--- config.mk ---
export PLATFORM = sky130hd
export DESIGN_NAME = mc_sequencer_flat
export DESIGN_NICKNAME = d
export VERILOG_FILES = /design/src/rtl/mips_pkg.sv /design/src/rtl/mc_sequencer_if.sv /design/src/rtl/mc_sequencer_op_classify.sv /design/src/rtl/mc_sequencer.sv /design/src/flat_wrapper.sv
export SDC_FILE = /design/constraint.sdc
export NUM_CORES = 1
export LEC_CHECK = 0
export CORE_MARGIN = 4
export CORE_UTILIZATION = 40
export CTS_CLUSTER_DIAMETER = 40
export DETAILED_ROUTE_END_ITERATION = 10
export MAX_ROUTING_LAYER = met4
export PLACE_DENSITY = 0.67
export REMOVE_ABC_BUFFERS = 1
export SLEW_MARGIN = 10
export SYNTH_ARGS = -nofsm -noshare
export SYNTH_HDL_FRONTEND = slang
export SYNTH_SLANG_ARGS = --single-unit
--- constraint.sdc ---
create_clock -name clk -period 3 [get_ports clk]
set_input_delay 0.45 -clock clk [delete_from_list [all_inputs] [get_ports clk]]
set_output_delay 0.45 -clock clk [all_outputs]
set_load 0.1 [all_outputs]
--- src/rtl/mips_pkg.sv ---
`default_nettype none
// ============================================================================
// Module      : mips_pkg
// Description : Shared state encoding, opcode/func constants, fault codes and
//               opcode class type for the multi-cycle sequencer and decoder.
// Revision    : 1.0 - initial release
// ============================================================================
package mips_pkg;

    localparam logic [2:0] c_st_idle   = 3'd0;
    localparam logic [2:0] c_st_fetch  = 3'd1;
    localparam logic [2:0] c_st_decode = 3'd2;
    localparam logic [2:0] c_st_exec   = 3'd3;
    localparam logic [2:0] c_st_mem    = 3'd4;
    localparam logic [2:0] c_st_wb     = 3'd5;
    localparam logic [2:0] c_st_halt   = 3'd6;

    localparam logic [5:0] c_op_rtype  = 6'h00;
    localparam logic [5:0] c_op_regimm = 6'h01;
    localparam logic [5:0] c_op_j      = 6'h02;
    localparam logic [5:0] c_op_jal    = 6'h03;
    localparam logic [5:0] c_op_beq    = 6'h04;
    localparam logic [5:0] c_op_bne    = 6'h05;
    localparam logic [5:0] c_op_blez   = 6'h06;
    localparam logic [5:0] c_op_bgtz   = 6'h07;
    localparam logic [5:0] c_op_addi   = 6'h08;
    localparam logic [5:0] c_op_addiu  = 6'h09;
    localparam logic [5:0] c_op_slti   = 6'h0A;
    localparam logic [5:0] c_op_andi   = 6'h0C;
    localparam logic [5:0] c_op_ori    = 6'h0D;
    localparam logic [5:0] c_op_xori   = 6'h0E;
    localparam logic [5:0] c_op_lui    = 6'h0F;
    localparam logic [5:0] c_op_lb     = 6'h20;
    localparam logic [5:0] c_op_lw     = 6'h23;
    localparam logic [5:0] c_op_sb     = 6'h28;
    localparam logic [5:0] c_op_sw     = 6'h2B;

    localparam logic [5:0] c_func_syscall = 6'h0C;

    localparam logic [1:0] c_fault_none    = 2'd0;
    localparam logic [1:0] c_fault_syscall = 2'd1;
    localparam logic [1:0] c_fault_illegal = 2'd2;
    localparam logic [1:0] c_fault_timeout = 2'd3;

    localparam logic [1:0] c_pc_plus4  = 2'd0;
    localparam logic [1:0] c_pc_branch = 2'd1;
    localparam logic [1:0] c_pc_jump   = 2'd2;

    typedef enum logic [2:0] {
        CLS_ALU,
        CLS_BRANCH,
        CLS_JUMP,
        CLS_LOAD,
        CLS_STORE,
        CLS_ILLEGAL
    } op_class_e;

endpackage
`default_nettype wire

--- src/rtl/mc_sequencer_if.sv ---
`default_nettype none
// ============================================================================
// Module      : mc_sequencer_if
// Description : Instruction/flag inputs and control strobes of the sequencer.
// Revision    : 1.0 - initial release
// ============================================================================
interface mc_sequencer_if;
    logic [5:0] opcode;
    logic [5:0] func;
    logic       alu_zero;
    logic       mem_ready;
    logic       mem_req;
    logic       mem_we;
    logic       addr_sel;
    logic       ir_write;
    logic       pc_write;
    logic [1:0] pc_src;
    logic       reg_write;
    logic       halted;
    logic [1:0] fault;

    modport master (
        input  opcode, func, alu_zero, mem_ready,
        output mem_req, mem_we, addr_sel, ir_write, pc_write, pc_src,
               reg_write, halted, fault
    );

    modport slave (
        output opcode, func, alu_zero, mem_ready,
        input  mem_req, mem_we, addr_sel, ir_write, pc_write, pc_src,
               reg_write, halted, fault
    );
endinterface
`default_nettype wire

--- src/rtl/mc_sequencer_op_classify.sv ---
`default_nettype none
// ============================================================================
// Module      : op_classify
// Description : Combinational opcode class lookup plus syscall detection.
// Revision    : 1.0 - initial release
// ============================================================================
module op_classify
    import mips_pkg::*;
(
    input  logic [5:0] i_opcode,
    input  logic [5:0] i_func,
    output op_class_e  o_class,
    output logic       o_syscall
);

    always_comb begin
        o_class = CLS_ILLEGAL;
        case (i_opcode)
            c_op_rtype, c_op_addi, c_op_addiu, c_op_slti,
            c_op_andi, c_op_ori, c_op_xori, c_op_lui:     o_class = CLS_ALU;
            // regimm/blez/bgtz need more than alu_zero; they resolve as branches
            c_op_regimm, c_op_beq, c_op_bne,
            c_op_blez, c_op_bgtz:                         o_class = CLS_BRANCH;
            c_op_j, c_op_jal:                             o_class = CLS_JUMP;
            c_op_lb, c_op_lw:                             o_class = CLS_LOAD;
            c_op_sb, c_op_sw:                             o_class = CLS_STORE;
            default:                                      o_class = CLS_ILLEGAL;
        endcase
    end

    assign o_syscall = (i_opcode == c_op_rtype) && (i_func == c_func_syscall);

endmodule
`default_nettype wire

--- src/rtl/mc_sequencer.sv ---
`default_nettype none
// ============================================================================
// Module      : mc_sequencer
// Description : Multi-cycle MIPS control sequencer with bus-timeout watchdog.
// Revision    : 1.0 - initial release
// ============================================================================
module mc_sequencer #(
    parameter int TIMEOUT = 15
) (
    input  logic          clk,
    input  logic          rst,
    mc_sequencer_if.master bus
);
    import mips_pkg::*;

    localparam logic [3:0] c_wait_last = 4'(TIMEOUT - 1);

    logic [2:0] r_state;
    logic [2:0] w_state_next;
    logic [1:0] r_fault;
    logic [1:0] w_fault_next;
    logic [3:0] r_wait;

    op_class_e  w_class;
    logic       w_syscall;
    logic       w_wait_expired;
    logic       w_branch_taken;
    logic       w_entering_access;

    logic       w_mem_req;
    logic       w_mem_we;
    logic       w_addr_sel;
    logic       w_ir_write;
    logic       w_pc_write;
    logic [1:0] w_pc_src;
    logic       w_reg_write;

    op_classify u_op_classify (
        .i_opcode  (bus.opcode),
        .i_func    (bus.func),
        .o_class   (w_class),
        .o_syscall (w_syscall)
    );

    assign w_wait_expired = (r_wait == c_wait_last);
    assign w_branch_taken = ((bus.opcode == c_op_beq) &&  bus.alu_zero) ||
                            ((bus.opcode == c_op_bne) && !bus.alu_zero);

    always_ff @(posedge clk) begin
        if (rst) begin
            r_state <= c_st_idle;
            r_fault <= c_fault_none;
        end else begin
            r_state <= w_state_next;
            r_fault <= w_fault_next;
        end
    end

    always_comb begin
        w_state_next = r_state;
        w_fault_next = r_fault;
        case (r_state)
            c_st_idle:   w_state_next = c_st_fetch;
            c_st_fetch: begin
                // a completing access wins over an expiring watchdog
                if (bus.mem_ready) begin
                    w_state_next = c_st_decode;
                end else if (w_wait_expired) begin
                    w_state_next = c_st_halt;
                    w_fault_next = c_fault_timeout;
                end
            end
            c_st_decode: begin
                if (w_syscall) begin
                    w_state_next = c_st_halt;
                    w_fault_next = c_fault_syscall;
                end else begin
                    case (w_class)
                        CLS_ILLEGAL: begin
                            w_state_next = c_st_halt;
                            w_fault_next = c_fault_illegal;
                        end
                        CLS_JUMP: w_state_next = c_st_fetch;
                        default:  w_state_next = c_st_exec;
                    endcase
                end
            end
            c_st_exec: begin
                case (w_class)
                    CLS_BRANCH:           w_state_next = c_st_fetch;
                    CLS_LOAD, CLS_STORE:  w_state_next = c_st_mem;
                    default:              w_state_next = c_st_wb;
                endcase
            end
            c_st_mem: begin
                if (bus.mem_ready) begin
                    w_state_next = (w_class == CLS_STORE) ? c_st_fetch : c_st_wb;
                end else if (w_wait_expired) begin
                    w_state_next = c_st_halt;
                    w_fault_next = c_fault_timeout;
                end
            end
            c_st_wb:     w_state_next = c_st_fetch;
            c_st_halt:   w_state_next = c_st_halt;
            default:     w_state_next = c_st_idle;
        endcase
    end

    always_comb begin
        w_mem_req   = 1'b0;
        w_mem_we    = 1'b0;
        w_addr_sel  = 1'b0;
        w_ir_write  = 1'b0;
        w_pc_write  = 1'b0;
        w_pc_src    = c_pc_plus4;
        w_reg_write = 1'b0;
        // outputs are forced quiet for the whole reset window
        if (!rst) begin
            case (r_state)
                c_st_fetch: begin
                    w_mem_req  = 1'b1;
                    w_ir_write = bus.mem_ready;
                    w_pc_write = bus.mem_ready;
                end
                c_st_decode: begin
                    if (!w_syscall && (w_class == CLS_JUMP)) begin
                        w_pc_write  = 1'b1;
                        w_pc_src    = c_pc_jump;
                        w_reg_write = (bus.opcode == c_op_jal);
                    end
                end
                c_st_exec: begin
                    if ((w_class == CLS_BRANCH) && w_branch_taken) begin
                        w_pc_write = 1'b1;
                        w_pc_src   = c_pc_branch;
                    end
                end
                c_st_mem: begin
                    w_mem_req  = 1'b1;
                    w_addr_sel = 1'b1;
                    w_mem_we   = (w_class == CLS_STORE);
                end
                c_st_wb:  w_reg_write = 1'b1;
                default:  ;
            endcase
        end
    end

    assign w_entering_access = (w_state_next != r_state) &&
                               ((w_state_next == c_st_fetch) || (w_state_next == c_st_mem));

    always_ff @(posedge clk) begin
        if (rst) begin
            r_wait <= 4'd0;
        end else if (w_entering_access) begin
            r_wait <= 4'd0;
        end else if (w_mem_req && !bus.mem_ready) begin
            r_wait <= r_wait + 4'd1;
        end
    end

    assign bus.mem_req   = w_mem_req;
    assign bus.mem_we    = w_mem_we;
    assign bus.addr_sel  = w_addr_sel;
    assign bus.ir_write  = w_ir_write;
    assign bus.pc_write  = w_pc_write;
    assign bus.pc_src    = w_pc_src;
    assign bus.reg_write = w_reg_write;
    assign bus.halted    = (r_state == c_st_halt) && !rst;
    assign bus.fault     = rst ? c_fault_none : r_fault;

endmodule
`default_nettype wire

--- src/flat_wrapper.sv ---
// flat-port wrapper written by rule: the top's interface ports become plain ports
module mc_sequencer_flat import mips_pkg::*;
#(
    parameter int TIMEOUT = 15
)
  (clk, rst, bus_opcode, bus_func, bus_alu_zero, bus_mem_ready, bus_mem_req, bus_mem_we, bus_addr_sel, bus_ir_write, bus_pc_write, bus_pc_src, bus_reg_write, bus_halted, bus_fault);
  mc_sequencer_if bus_i ();
  input  logic clk;
  input  logic rst;
  input wire logic [$bits(bus_i.opcode)-1:0] bus_opcode;
  input wire logic [$bits(bus_i.func)-1:0] bus_func;
  input wire logic [$bits(bus_i.alu_zero)-1:0] bus_alu_zero;
  input wire logic [$bits(bus_i.mem_ready)-1:0] bus_mem_ready;
  output wire logic [$bits(bus_i.mem_req)-1:0] bus_mem_req;
  output wire logic [$bits(bus_i.mem_we)-1:0] bus_mem_we;
  output wire logic [$bits(bus_i.addr_sel)-1:0] bus_addr_sel;
  output wire logic [$bits(bus_i.ir_write)-1:0] bus_ir_write;
  output wire logic [$bits(bus_i.pc_write)-1:0] bus_pc_write;
  output wire logic [$bits(bus_i.pc_src)-1:0] bus_pc_src;
  output wire logic [$bits(bus_i.reg_write)-1:0] bus_reg_write;
  output wire logic [$bits(bus_i.halted)-1:0] bus_halted;
  output wire logic [$bits(bus_i.fault)-1:0] bus_fault;
  assign bus_i.opcode = bus_opcode;
  assign bus_i.func = bus_func;
  assign bus_i.alu_zero = bus_alu_zero;
  assign bus_i.mem_ready = bus_mem_ready;
  assign bus_mem_req = bus_i.mem_req;
  assign bus_mem_we = bus_i.mem_we;
  assign bus_addr_sel = bus_i.addr_sel;
  assign bus_ir_write = bus_i.ir_write;
  assign bus_pc_write = bus_i.pc_write;
  assign bus_pc_src = bus_i.pc_src;
  assign bus_reg_write = bus_i.reg_write;
  assign bus_halted = bus_i.halted;
  assign bus_fault = bus_i.fault;
  mc_sequencer #(.TIMEOUT(TIMEOUT)) u_core (.clk(clk), .rst(rst), .bus(bus_i));
endmodule
# --- Word level (Yosys, flattened, before mapping) ---
# Memory sizes are Yosys's and may differ from the RTL's.
# Index checks and enable logic that the tools add are counted.
classes:
  n_mux: 33
  n_mul: 0
  order_cmp: 0
  eq_ne: 22
  bitwise: 0
  shift: 0
  reduce_logical: 22
  n_div: 0
  n_addsub: 1
ops:
  columns: ["operator", "count"]
  rows:
  - ["$eq 3x3->1 const B", 6]
  - ["$pmux 3 s6", 1]
  - ["$mux 3", 5]
  - ["$mux 1", 14]
  - ["$mux 2", 7]
  - ["$eq 3x2->1 const B", 4]
  - ["$eq 6x3->1 const B", 2]
  - ["$pmux 3 s2", 2]
  - ["$eq 3x1->1 const B", 3]
  - ["$logic_and 1x1->1", 8]
  - ["$pmux 2 s2", 2]
  - ["$reduce_or 2->1", 4]
  - ["$eq 6x2->1 const B", 1]
  - ["$eq 6x4->1 const B", 1]
  - ["$logic_not 6->1", 1]
  - ["$add 4x1->4 const B", 1]
  - ["$eq 4x4->1 const B", 1]
  - ["$logic_not 1->1", 4]
  - ["$reduce_and 4->1", 1]
  - ["$logic_not 3->1", 1]
  - ["$ne 3x2->1 const B", 1]
  - ["$ne 3x3->1", 1]
  - ["$pmux 1 s3", 1]
  - ["$logic_or 1x1->1", 2]
  - ["other kinds (4)", 4]
totals:
  latchBits: 0
  ram_bits: 0
  input_bits: 16
  memories: 1
  mem_bits_ro: 192
  register_bits: 9
  out_inout_bits: 11
mem_list:
  columns: ["memory", "words", "word_bits", "rd", "rd_clocked_by_memory_dff", "wr", "line", "text"]
  rows:
  - ["(name not given)", 64, 3, 1, 0, 0, "mc_sequencer_op_classify.sv:18", "case (i_opcode)"]

# --- Depth between registers and ports, before layout ---
# An unclocked memory read counts as a cell.
logic_depth:
  ltp_word: 9
  mapped_depth: 8

# --- Cells and area by module ---
# From an unflattened synthesis, not the netlist that was laid out.
hier_totals:
  hier_cells: 116
  area_unflattened_um2: 903.4
by_module_without_submodules:
  columns: ["module", "cells_per_inst", "instances", "area_per_inst_um2"]
  rows:
  - ["mc_sequencer", 95, 1, 747.0]
  - ["op_classify", 21, 1, 156.4]

# --- Worst setup path before layout ---
# No wires, ideal clock.
synth_timing:
  path_type: "input port to output port"
  start: "input port bus_opcode[0]"
  end: "output port bus_mem_we"
  path_buffers: 0
  t_arrival_ns: 3.915
  path_slack_ns: -1.365
  cell_stages: 5
  cell_sequence: "inv_1 > ha_1 > and2b_2 > nand3_1 > nor4_1"
synth_via:
  elab_chain_len: 4
synth_lines:
  columns: ["element", "line", "text"]
  rows:
  - ["start: declaration", "flat_wrapper.sv:10", "input wire logic [$bits(bus_i.opcode)-1:0] bus_opcode;"]
  - ["$mem_v2 64x3", null, null]
  - ["$eq 3x3->1", "mc_sequencer.sv:141", "w_mem_we = (w_class == CLS_STORE);"]
  - ["$mux 1", "mc_sequencer.sv:119", "case (r_state)"]
  - ["$mux 1", "mc_sequencer.sv:118", "if (!rst) begin"]
  - ["end: declaration", "flat_wrapper.sv:15", "output wire logic [$bits(bus_i.mem_we)-1:0] bus_mem_we;"]
# Every way passes these cells.

# --- Final worst setup path ---
layout_timing:
  start: "input port bus_opcode[1]"
  end: "output port bus_pc_write"
layout_via:
  elab_chain_len: 7
layout_lines:
  columns: ["element", "line", "text"]
  rows:
  - ["parallel branches: the longest is 5 deep, another holds $mem_v2 64x3", null, null]
  - ["$pmux 1 s3 *", "mc_sequencer.sv:119", null]
  - ["$mux 1 *", "mc_sequencer.sv:118", null]
  - ["end: declaration", "flat_wrapper.sv:18", "output wire logic [$bits(bus_i.pc_write)-1:0] bus_pc_write;"]
# Every way passes the cells marked *.

==> results.sh <==
export IMPL_outcome="completed"
export IMPL_finalSetupViolations=0
export IMPL_io_buffers=26
export IMPL_slew_headroom=0.694
export IMPL_area_growth_pct=49.0
export IMPL_first_pass_iters=4
export IMPL_async_reset_ff_frac=0
export IMPL_synth_seq_area_share=0.193
export IMPL_ys_types=47
export IMPL_grt_max_degree=13
export IMPL_finalCritPeriodShare=0.956
export IMPL_start_util=0.423
export IMPL_cts_root_buf="clkbuf_4"
export IMPL_critPathMaxStageDelay_ps=500
export IMPL_clock_latency_ps=260
export IMPL_synth_area_um2=935
export IMPL_dp_cells=171
export IMPL_hpwl_um=1980
export IMPL_fmax_mhz=349
export IMPL_grt_pass1_vias=999
export IMPL_p_leak_nw=0.508
export IMPL_final_hold_violation_count=0
export IMPL_critPathSlowestCell="clkdlybuf4s50_1"
export IMPL_synth_most_common_cell="nor2_1"
export IMPL_crit_type="input pin to output port"
export IMPL_synth_top_cell_area_share=0.193
export IMPL_synth_top_cells_by_area="dfxtp_1 (19%), ha_1 (6.7%), nor2_1 (6.0%)"
export IMPL_route_detailed_drc=0
export IMPL_slew_viol_final=0
export IMPL_drt_total_wl_um=2400
export IMPL_hold_path_class="flip-flop to flip-flop"
export IMPL_antenna_found_initial=0
export IMPL_multi_input_area_um2=709
export IMPL_cts_sinks=9
export IMPL_n_antenna_cell=0
export IMPL_path_clk_slew_ps=60
export IMPL_yosys_area_top_type="dfxtp_1"
export IMPL_wl_per_cell_um=13.7
export IMPL_ant_nets=0
export IMPL_seqCellArea_um2=180
export IMPL_ys_ff_latch=9
export IMPL_end_kind="output port"
export IMPL_core_um2=2210
export IMPL_instances_no_fill=175
export IMPL_syn_instance_count=115
export IMPL_ios=27
export IMPL_drt_iter0_drc=19
export IMPL_crit_buf_inv=3
export IMPL_power_mw=0.480
export IMPL_num_vias=986
export IMPL_gp_congestion=0.846
export IMPL_ctsResizeCount=0
export IMPL_cts_hold_buffers=0
export IMPL_fillers=193
export IMPL_utilization=0.630
export IMPL_startpoint_type="input pin"
export IMPL_worstPathRequired_ps=2550
export IMPL_worst_slew_pin_slew_ps=456
export IMPL_cap_violations=0
export IMPL_synthFlopType="dfxtp_1"
export IMPL_fin_nets=169
export IMPL_synth_top_cells_by_count="nor2_1 (15), dfxtp_1 (9), nor4_1 (8)"
export IMPL_grt_overflow_total=0
export IMPL_dieArea_um2=3170
export IMPL_die_x_um=56.3
export IMPL_grt_pass1_wl_um=4300
export IMPL_cp_arrival_ps=2420
export IMPL_crit_fanout=4
export IMPL_skew_ps=2.39
export IMPL_drive_gt1_frac=0.265
export IMPL_path_cells="clkdlybuf4s50_1, inv_1, ha_1, and2b_2, o21ai_1, nor2_2, nand3_1, a31oi_2, buf_12"
export IMPL_yosys_warnings=0
export IMPL_track_usage=0.169
export IMPL_cts_buffers=3
export IMPL_synth_avg_cell_area_um2=8.13
export IMPL_synth_edf_count=0
export IMPL_num_rows=17
export IMPL_die_y_um=56.3
export IMPL_post_cts_buffers=0
export IMPL_crit_family="buffers and inverters"
export IMPL_htreeDepth=1
export IMPL_cts_tree="built"
export IMPL_rsz0062_at_grt="yes"
export IMPL_period_needed_ps=2870
export IMPL_cts_path_max_buffers=2
export IMPL_power_density_nw_per_um2=345
export IMPL_hold_slack_ps=478
export IMPL_worst_ir_drop_vdd_mv=0.327
export IMPL_vias_per_cell=5.63
per-stage QoR:
stage          setup slack [ps]  cell area (µm²)  setup TNS (ps)
5_1_grt                   -24.4             1390           -24.4
3_5_place_dp               19.8             1350               0
3_3_place_gp                101             1350               0
4_1_cts                    30.9             1380               0
6_report                    133             1390               0
2_1_floorplan             -1370              896           -2940
area by class of cell:
cell class | instances | share of cell area
clock buffers | 4 | 0.0189
multi-input cells | 96 | 0.509
well taps | 28 | 0.0252
repair buffers | 33 | 0.304
inverters | 5 | 0.0135
flip-flops and latches | 9 | 0.129
layout by cell type (no fill, tap or decap), drive strengths merged, types with 2 or more instances in the layout:
cell,count
nand4,4
a31oi,3
clkdlybuf4s50,15
nand2b,2
nand2,6
o21a,2
a21oi,5
nor4,9
nor3,5
inv,5
o21ai,6
nand3,4
xor2,2
nor2,16
a211oi,2
clkbuf,4
dfxtp,9
nor4b,2
nor2b,4
ha,5
buf,18
layer usage:
metal,track usage,wire length (µm),up-vias
met1,0.216,1080,457
met5,-,0,-
met3,0.0529,131,2
met2,0.264,1190,28
met4,0.0339,5,0
li1,-,-,499
worst reg2reg max path, stage by stage, from the launching register on:
cell	delay, ps
dfxtp_1	430
or3b_1	460
o21a_1	200
o2111a_1	240
o32a_4	380
nor4b_4	310
nor4_1	90
path summary, 6_finish.rpt:
check | from | endpoint | slack [ps] | depth (start not counted)
max reg2reg | u_core.r_state[1]$_SDFF_PP0_ | u_core.r_wait[0]$_SDFFE_PP0P_ | 770 | 6
max | bus_opcode[1] | bus_pc_write | 130 | 9
min | u_core.r_fault[0]$_SDFFE_PP0P_ | u_core.r_fault[0]$_SDFFE_PP0P_ | 480 | 2
min reg2reg | u_core.r_fault[0]$_SDFFE_PP0P_ | u_core.r_fault[0]$_SDFFE_PP0P_ | 480 | 2
registers in the layout, summed over array words and instances (netlist names):
register and count:
u_core.r_wait 4, u_core.r_state 3, u_core.r_fault 2
cells by family after synthesis:
group / share of synthesized area
adders and majority gates: 0.0669
AOI/OAI and AO/OA: 0.213
muxes: 0.0228
and+or+nand+nor: 0.415
buffers and inverters: 0.0616
DFF: 0.193
xor gates and xnor gates: 0.0281
power by group:
part	leakage (nW)	switching, mW	internal [mW]	total [mW]
registers	0.0734	0.0152	0.129	0.144
logic	0.419	0.134	0.110	0.244
clock network	0.0150	0.0413	0.0512	0.0925
total	0.508	0.191	0.290	0.480
(Power assumes the default switching activity.)
